[src/rtl/param_serial_receiver.sv]
// -----------------------------------------------------------------------------
// param_serial_receiver
//
// Frame-synchronised serial receiver feeding a small show-ahead FIFO.
// A one-cycle high pulse on sspfssin starts a frame. The next DATA_WIDTH
// rising edges sample ssprxd into a shift register. The word is then pushed
// into the FIFO on the edge that leaves the STORE state. The consumer reads
// the head word directly from ssprxout and pops it with rd_ack.
//
// Optional feature (macro SERIAL_RX_PARITY_EN):
//   One even-parity bit follows the data bits. A per-entry error flag is
//   stored with every word, and rx_parity_err shows the flag of the head word.
//
// Parameters:
//   DATA_WIDTH : bits per word (4..16)
//   FIFO_DEPTH : FIFO entries (power of two, 2..32)
//   MSB_FIRST  : 1 -> first serial bit is word bit DATA_WIDTH-1,
//                0 -> first serial bit is word bit 0
//
// Ports:
//   sspclkin      in   single clock, rising edge
//   rst_i         in   synchronous active-high reset
//   sspfssin      in   frame sync pulse preceding the first data bit
//   ssprxd        in   serial data
//   rd_ack        in   pop request for the head word
//   ssprxout      out  FIFO head word (0 when empty)
//   valid_data    out  FIFO non-empty
//   fifo_level    out  number of stored words
//   rx_overrun    out  sticky: a completed word was dropped (FIFO full)
//   rx_parity_err out  parity error flag of the head word (macro only)
// -----------------------------------------------------------------------------
module param_serial_receiver #(
    parameter int DATA_WIDTH = 8,
    parameter int FIFO_DEPTH = 4,
    parameter int MSB_FIRST  = 1
) (
    input  logic                             sspclkin,
    input  logic                             rst_i,
    input  logic                             sspfssin,
    input  logic                             ssprxd,
    input  logic                             rd_ack,
    output logic [DATA_WIDTH-1:0]            ssprxout,
    output logic                             valid_data,
    output logic [$clog2(FIFO_DEPTH+1)-1:0]  fifo_level,
    output logic                             rx_overrun
`ifdef SERIAL_RX_PARITY_EN
    ,
    output logic                             rx_parity_err
`endif
);

    localparam int LW = $clog2(FIFO_DEPTH + 1);
    localparam int PW = $clog2(FIFO_DEPTH);
    localparam int CW = $clog2(DATA_WIDTH);

    localparam logic [PW-1:0] PTR_ONE  = PW'(1);
    localparam logic [LW-1:0] LVL_ONE  = LW'(1);
    localparam logic [LW-1:0] LVL_FULL = LW'(FIFO_DEPTH);
    localparam logic [CW-1:0] CNT_ONE  = CW'(1);
    localparam logic [CW-1:0] CNT_LAST = CW'(DATA_WIDTH - 1);

    typedef enum logic [1:0] {
        ST_IDLE   = 2'd0,
        ST_SHIFT  = 2'd1,
`ifdef SERIAL_RX_PARITY_EN
        ST_PARITY = 2'd2,
`endif
        ST_STORE  = 2'd3
    } state_t;

    // Insert one serial bit into the word according to the configured order.
    function automatic logic [DATA_WIDTH-1:0] shift_in(
        input logic [DATA_WIDTH-1:0] cur,
        input logic                  bit_in
    );
        logic [DATA_WIDTH-1:0] nxt;
        if (MSB_FIRST != 0) begin
            nxt = {cur[DATA_WIDTH-2:0], bit_in};
        end else begin
            nxt = {bit_in, cur[DATA_WIDTH-1:1]};
        end
        return nxt;
    endfunction

`ifdef SERIAL_RX_PARITY_EN
    // Even parity: data ones plus the parity bit must be an even count.
    function automatic logic even_parity_err(
        input logic [DATA_WIDTH-1:0] data,
        input logic                  par_bit
    );
        return (^data) ^ par_bit;
    endfunction
`endif

    // Frame sequencer state
    state_t                  state_r;
    logic [CW-1:0]           bit_cnt_r;
    logic [DATA_WIDTH-1:0]   shift_r;

    // FIFO state
    logic [DATA_WIDTH-1:0]   mem_r [FIFO_DEPTH];
    logic [PW-1:0]           wr_ptr_r;
    logic [PW-1:0]           rd_ptr_r;
    logic [LW-1:0]           level_r;
    logic                    overrun_r;
    logic [DATA_WIDTH-1:0]   head_data_r;
    logic                    head_valid_r;

    // FIFO next-state signals
    logic                    push_s;
    logic                    pop_s;
    logic                    full_s;
    logic                    wr_en_s;
    logic [PW-1:0]           rd_ptr_nxt_s;
    logic [LW-1:0]           remain_s;
    logic [LW-1:0]           level_nxt_s;
    logic                    overrun_nxt_s;
    logic [DATA_WIDTH-1:0]   head_data_nxt_s;

`ifdef SERIAL_RX_PARITY_EN
    logic                    par_err_r;
    logic                    err_mem_r [FIFO_DEPTH];
    logic                    head_err_r;
    logic                    head_err_nxt_s;
`endif

    // Frame sequencer: state, bit counter, shift register and parity capture.
    always_ff @(posedge sspclkin) begin
        if (rst_i) begin
            state_r   <= ST_IDLE;
            bit_cnt_r <= '0;
            shift_r   <= '0;
`ifdef SERIAL_RX_PARITY_EN
            par_err_r <= 1'b0;
`endif
        end else begin
            case (state_r)
                ST_IDLE: begin
                    // Serial data is ignored until a frame sync is seen.
                    bit_cnt_r <= '0;
                    if (sspfssin) begin
                        state_r <= ST_SHIFT;
                    end else begin
                        state_r <= ST_IDLE;
                    end
                end
                ST_SHIFT: begin
                    shift_r <= shift_in(shift_r, ssprxd);
                    if (bit_cnt_r == CNT_LAST) begin
                        // The counter is cleared here so it never wraps mid-frame.
                        bit_cnt_r <= '0;
`ifdef SERIAL_RX_PARITY_EN
                        state_r   <= ST_PARITY;
`else
                        state_r   <= ST_STORE;
`endif
                    end else begin
                        bit_cnt_r <= bit_cnt_r + CNT_ONE;
                        state_r   <= ST_SHIFT;
                    end
                end
`ifdef SERIAL_RX_PARITY_EN
                ST_PARITY: begin
                    par_err_r <= even_parity_err(shift_r, ssprxd);
                    state_r   <= ST_STORE;
                end
`endif
                ST_STORE: begin
                    // The word is pushed as this state is left. A sync pulse here
                    // chains the next frame with no idle gap.
                    bit_cnt_r <= '0;
                    if (sspfssin) begin
                        state_r <= ST_SHIFT;
                    end else begin
                        state_r <= ST_IDLE;
                    end
                end
                default: begin
                    state_r   <= ST_IDLE;
                    bit_cnt_r <= '0;
                end
            endcase
        end
    end

    // FIFO next state: qualify push/pop, advance pointers and compute the next head.
    always_comb begin
        push_s          = (state_r == ST_STORE);
        pop_s           = rd_ack && (level_r != '0);
        full_s          = (level_r == LVL_FULL);
        wr_en_s         = 1'b0;
        rd_ptr_nxt_s    = rd_ptr_r;
        remain_s        = level_r;
        level_nxt_s     = level_r;
        overrun_nxt_s   = overrun_r;
        head_data_nxt_s = '0;

        // A pop on the same edge frees the slot, so a push to a full FIFO succeeds.
        if (push_s && (pop_s || !full_s)) begin
            wr_en_s = 1'b1;
        end else begin
            wr_en_s = 1'b0;
        end

        if (push_s && !pop_s && full_s) begin
            overrun_nxt_s = 1'b1;
        end else begin
            overrun_nxt_s = overrun_r;
        end

        if (pop_s) begin
            rd_ptr_nxt_s = rd_ptr_r + PTR_ONE;
            remain_s     = level_r - LVL_ONE;
        end else begin
            rd_ptr_nxt_s = rd_ptr_r;
            remain_s     = level_r;
        end

        if (wr_en_s) begin
            level_nxt_s = remain_s + LVL_ONE;
        end else begin
            level_nxt_s = remain_s;
        end

        // When nothing remains after the pop, the new head can only be the word
        // written on this edge. Otherwise the entry at the next read pointer is
        // the head; this edge never overwrites that entry.
        if (wr_en_s && (remain_s == '0)) begin
            head_data_nxt_s = shift_r;
        end else if (remain_s == '0) begin
            head_data_nxt_s = '0;
        end else begin
            head_data_nxt_s = mem_r[rd_ptr_nxt_s];
        end
    end

`ifdef SERIAL_RX_PARITY_EN
    // Head parity flag follows the same selection as the head word.
    always_comb begin
        head_err_nxt_s = 1'b0;
        if (wr_en_s && (remain_s == '0)) begin
            head_err_nxt_s = par_err_r;
        end else if (remain_s == '0) begin
            head_err_nxt_s = 1'b0;
        end else begin
            head_err_nxt_s = err_mem_r[rd_ptr_nxt_s];
        end
    end
`endif

    // FIFO control registers and registered head outputs.
    always_ff @(posedge sspclkin) begin
        if (rst_i) begin
            wr_ptr_r     <= '0;
            rd_ptr_r     <= '0;
            level_r      <= '0;
            overrun_r    <= 1'b0;
            head_data_r  <= '0;
            head_valid_r <= 1'b0;
`ifdef SERIAL_RX_PARITY_EN
            head_err_r   <= 1'b0;
`endif
        end else begin
            if (wr_en_s) begin
                wr_ptr_r <= wr_ptr_r + PTR_ONE;
            end else begin
                wr_ptr_r <= wr_ptr_r;
            end
            rd_ptr_r     <= rd_ptr_nxt_s;
            level_r      <= level_nxt_s;
            overrun_r    <= overrun_nxt_s;
            head_data_r  <= head_data_nxt_s;
            head_valid_r <= (level_nxt_s != '0);
`ifdef SERIAL_RX_PARITY_EN
            head_err_r   <= head_err_nxt_s;
`endif
        end
    end

    // FIFO storage. Entries are not reset; the empty state hides them.
    always_ff @(posedge sspclkin) begin
        if (wr_en_s && !rst_i) begin
            mem_r[wr_ptr_r] <= shift_r;
`ifdef SERIAL_RX_PARITY_EN
            err_mem_r[wr_ptr_r] <= par_err_r;
`endif
        end
    end

    assign ssprxout   = head_data_r;
    assign valid_data = head_valid_r;
    assign fifo_level = level_r;
    assign rx_overrun = overrun_r;
`ifdef SERIAL_RX_PARITY_EN
    assign rx_parity_err = head_err_r;
`endif

endmodule

[config.mk]
export PLATFORM = sky130hd
export DESIGN_NAME = param_serial_receiver
export DESIGN_NICKNAME = d
export VERILOG_FILES = /design/src/rtl/param_serial_receiver.sv
export SDC_FILE = /design/constraint.sdc
export NUM_CORES = 1
export LEC_CHECK = 0
export ABC_AREA = 1
export CAP_MARGIN = 20
export CORE_ASPECT_RATIO = 1.2
export CORE_MARGIN = 2
export CORE_UTILIZATION = 45
export DETAILED_ROUTE_END_ITERATION = 8
export PLACE_DENSITY = 0.65
export SLEW_MARGIN = 20
export SYNTH_ARGS = -nofsm -noshare
export SYNTH_HDL_FRONTEND = slang
export SYNTH_SLANG_ARGS = --single-unit
export TNS_END_PERCENT = 100
[constraint.sdc]
create_clock -name sspclkin -period 2.04 [get_ports sspclkin]
set_input_delay 0.204 -clock sspclkin [delete_from_list [all_inputs] [get_ports sspclkin]]
set_output_delay 0.204 -clock sspclkin [all_outputs]
set_load 0.01 [all_outputs]
==> summary.txt, run 1 <==
Run status
  • Status: finished clean

Clocking
  • Sink Count: 62
  • Worst-Skew Late Latency: 0.34 ns
  • Clock root buffer master: clkbuf_8
  • Cts bufs inserted: 9
  • CTS tree: built
  • Hold_buf cts: 0
  • Clock buffer depth: 2
  • H-tree depth: 3
  • Clock-pin transition on the worst setup and hold timing paths: about 0.070 ns

Global route
  • First-pass GRT wire length: 9320 microns
  • Vias in the first global route: 1959
  • Largest net degree at the start of global routing: 18
  • Initial antenna violation count: 0
  • GRT Total Usage: 18.7%
  • Final global-route overflow total: 0

Worst setup path
  • Largest fanout on the critical path: 7
  • CP Launch Type: flop
  • Worst Path Required: 2.32 ns
  • WP data arrival: 2.10 ns
  • Crit Path Category: reg2reg
  • Biggest cell delay along the critical path: 0.36 ns
  • Crit path top cell by count: nand2_1
  • Max stage delay cell, worst path: dfxtp_1
  • Crit. End Element: flop
  • CP Cell Sequence: inv_1 > ha_2 > nand2_4 > nand2_2 > nand2_1 > nand2_1 > nor2_4 > buf_4 > nand4_1 > a21oi_2

Run
  • Max-cap violations: 0

Yosys
  • Net Count, Synth: 322
  • Largest area contributor in the netlist: edfxtp_1
  • Sequential area share after synthesis: 56.7%
  • Synth Cell Area: 0.00276 sq mm
  • Largest family of logic cells by synthesized area: simple AND/OR/NAND/NOR gates
  • Yosys warnings: 0
  • Seq cells post-synth: 62
  • Synth area leaders: edfxtp_1, dfxtp_1, inv_1, nand2_1, nand3_1
  • Syn Area/Cell: 9.01 sq um
  • Post-Synth Adder-Cell Area: 4.99%
  • Synth Area in XOR/XNOR: 0%
  • Mux cell area share after synthesis: 0%
  • Yosys top cell area share: 34.9%
  • Compound-gate portion of the synthesized area: under 10%
  • Cell count after synthesis: ~300
  • Post-synth cell types: 24
  • Post-synthesis simple-gate area fraction: between 20% and 30%

Finish
  • Nets: about 360
  • Most frequent cells in the layout: inv_1, nand2_1, nand3_1
  • Area grow syn2layout: 21.7%
  • Ant. Diodes: 0
  • Fraction of final layout cells sized beyond drive strength 1: 12.7%
  • Most common cell after layout, fill and taps aside: inv_1
  • Final Cell Area: 0.00336 sq mm

Die
  • Die extent in x: between 70 and 80 microns
  • # IOs: 18
  • Core area: ~0.006 sq mm
  • FP Rows: 31
  • Die area: just under 0.007 sq mm
  • Die H: 89.7 microns
  • Starting Density: 46.1%

Timing
  • Worst Skew: 0.0105 ns
  • Final Hold Fails: 0
  • Tmin final: 1.82 ns
  • Fmax: 548 MHz
  • Setup violators final: 0
  • Final Slew Violations: 0
  • Fin crit share: 89.4%
  • Worst slew pin tran: 0.361 ns
  • RSZ-0062 raised after global routing: no
  • Hold_ws: 0.422 ns
  • Smallest setup slack after layout: 0.217 ns
  • Max-slew headroom: 75.9%

Detailed routing
  • 1st-iter DRT viols: 135
  • DRC Markers: 0
  • TritonRoute pass-1 iters: 4
  • Via Count: ~2100
  • Final wirelength: between 5000 and 6000 microns
  • Routed Antenna Nets: 0
  • Vias per cell: 4.84
  • DR WL/cell: 13.1 microns

Min path
  • HP Class: reg2reg

Place
  • Placement Cell Area: 0.00307 sq mm
  • Port Buffer Count: 17
  • DP Wirelength: 3800 microns
  • GPL Wtd Cong: 0.784
  • Pre-CTS setup slack: a little under 0.08 ns

Pwr
  • Peak VDD IR: 0.602 mV
  • Leak: 1.50 nW
  • Overall power: 3.98 mW
  • Power per cell area: 1190 mW/mm^2
[per-stage QoR]
stage                     instances  util (%)  TNS, ns
after global routing            428      56.2        0
after global placement          408      51.3        0
after detailed placement        408      51.3        0
after floorplan                 306         -   -0.699
after CTS                       424      55.5        0
final                           428      56.2        0
[flip-flops by register name (all words and copies together) (netlist names)]
name	cells
rd_ptr_r	2
fifo_level	3
bit_cnt_r	3
mem_r	32
wr_ptr_r	2
rx_overrun	1
valid_data	1
shift_r	8
state_r	2
ssprxout	8
[cell usage after synthesis]
cell type and number:
inv_1 58, nand2_1 55, nand3_1 41, edfxtp_1 32, dfxtp_1 30, nor2_1 26
ha_1 11, a21oi_1 10, nand4_1 10, o21ai_0 10, a21oi_2 3, buf_2 3
nand2_4 3, buf_1 2, inv_2 2, nand2_2 2, a31oi_2 1, buf_4 1
buf_6 1, clkbuf_1 1, clkinv_1 1, nand3_2 1, nor2_4 1, nor3_1 1
[where the power goes]
group | total, mW | internal, mW | switching, mW
registers | 1.49 | 1.42 | 0.0704
clock network | 1.34 | 0.880 | 0.458
logic | 1.15 | 0.476 | 0.677
total | 3.98 | 2.78 | 1.21
[area by class of cell]
type | instances | area, sq um
repair buffers | 32 | 283
inverters | 61 | 229
multi-input cells | 175 | 931
clock inverters | 3 | 90.1
fillers | 565 | 2620
flip-flops and latches | 62 | 1560
well taps | 82 | 103
clock buffers | 13 | 159
[per-layer routing]
layer,vias to the layer above,part of all wire (%),global-route usage [%],wire length (microns)
met1,969,42,23.8,2380
met5,-,0,0,0
met4,0,1.8,7.89,101
met2,37,51,29.8,2870
li1,1060,-,-,-
met3,7,4.5,4.37,254
[path summary, 6_finish.rpt]
path	start	end	slack, ns	cells past startpoint
setup / recovery	fifo_level[0]$_SDFF_PP0_	ssprxout[5]$_SDFF_PP0_	0.22	10
hold / removal	bit_cnt_r[0]$_SDFF_PP0_	bit_cnt_r[0]$_SDFF_PP0_	0.42	1
setup reg to reg	fifo_level[0]$_SDFF_PP0_	ssprxout[5]$_SDFF_PP0_	0.22	10
hold reg to reg	bit_cnt_r[0]$_SDFF_PP0_	bit_cnt_r[0]$_SDFF_PP0_	0.42	1
[cells by family after synthesis]
group	after synthesis
fa+ha+maj	11
simple gates	140
flops	62
compound gates	24
buf+inv	69
[critical path: cells and delay by family, from the launching register on]
family | cells | cell delay, ns
AOI/OAI and AO/OA | 1 | 0.15
adders and majority gates | 1 | 0.23
buffers and inverters | 2 | 0.26
DFF | 1 | 0.36
and+or+nand+nor | 6 | 0.76
[timing repair]
| item | CTS | global route |
|---|---|---|
| endpoints found under the setup margin | 0 | 8 |
| hold endpoints to repair | 0 | 0 |
| setup buffers | 0 | 4 |
| gates resized for setup | 0 | 3 |
No activity file was read; power rests on OpenSTA's default activity.
==> run 2: changes to the inputs <==
CTS_CLUSTER_DIAMETER = 150   (was not set)
SLEW_MARGIN = not set   (was 20)
==> results of run 2 <==
No change in the layout: final DEF, timing and power equal those of run 1.
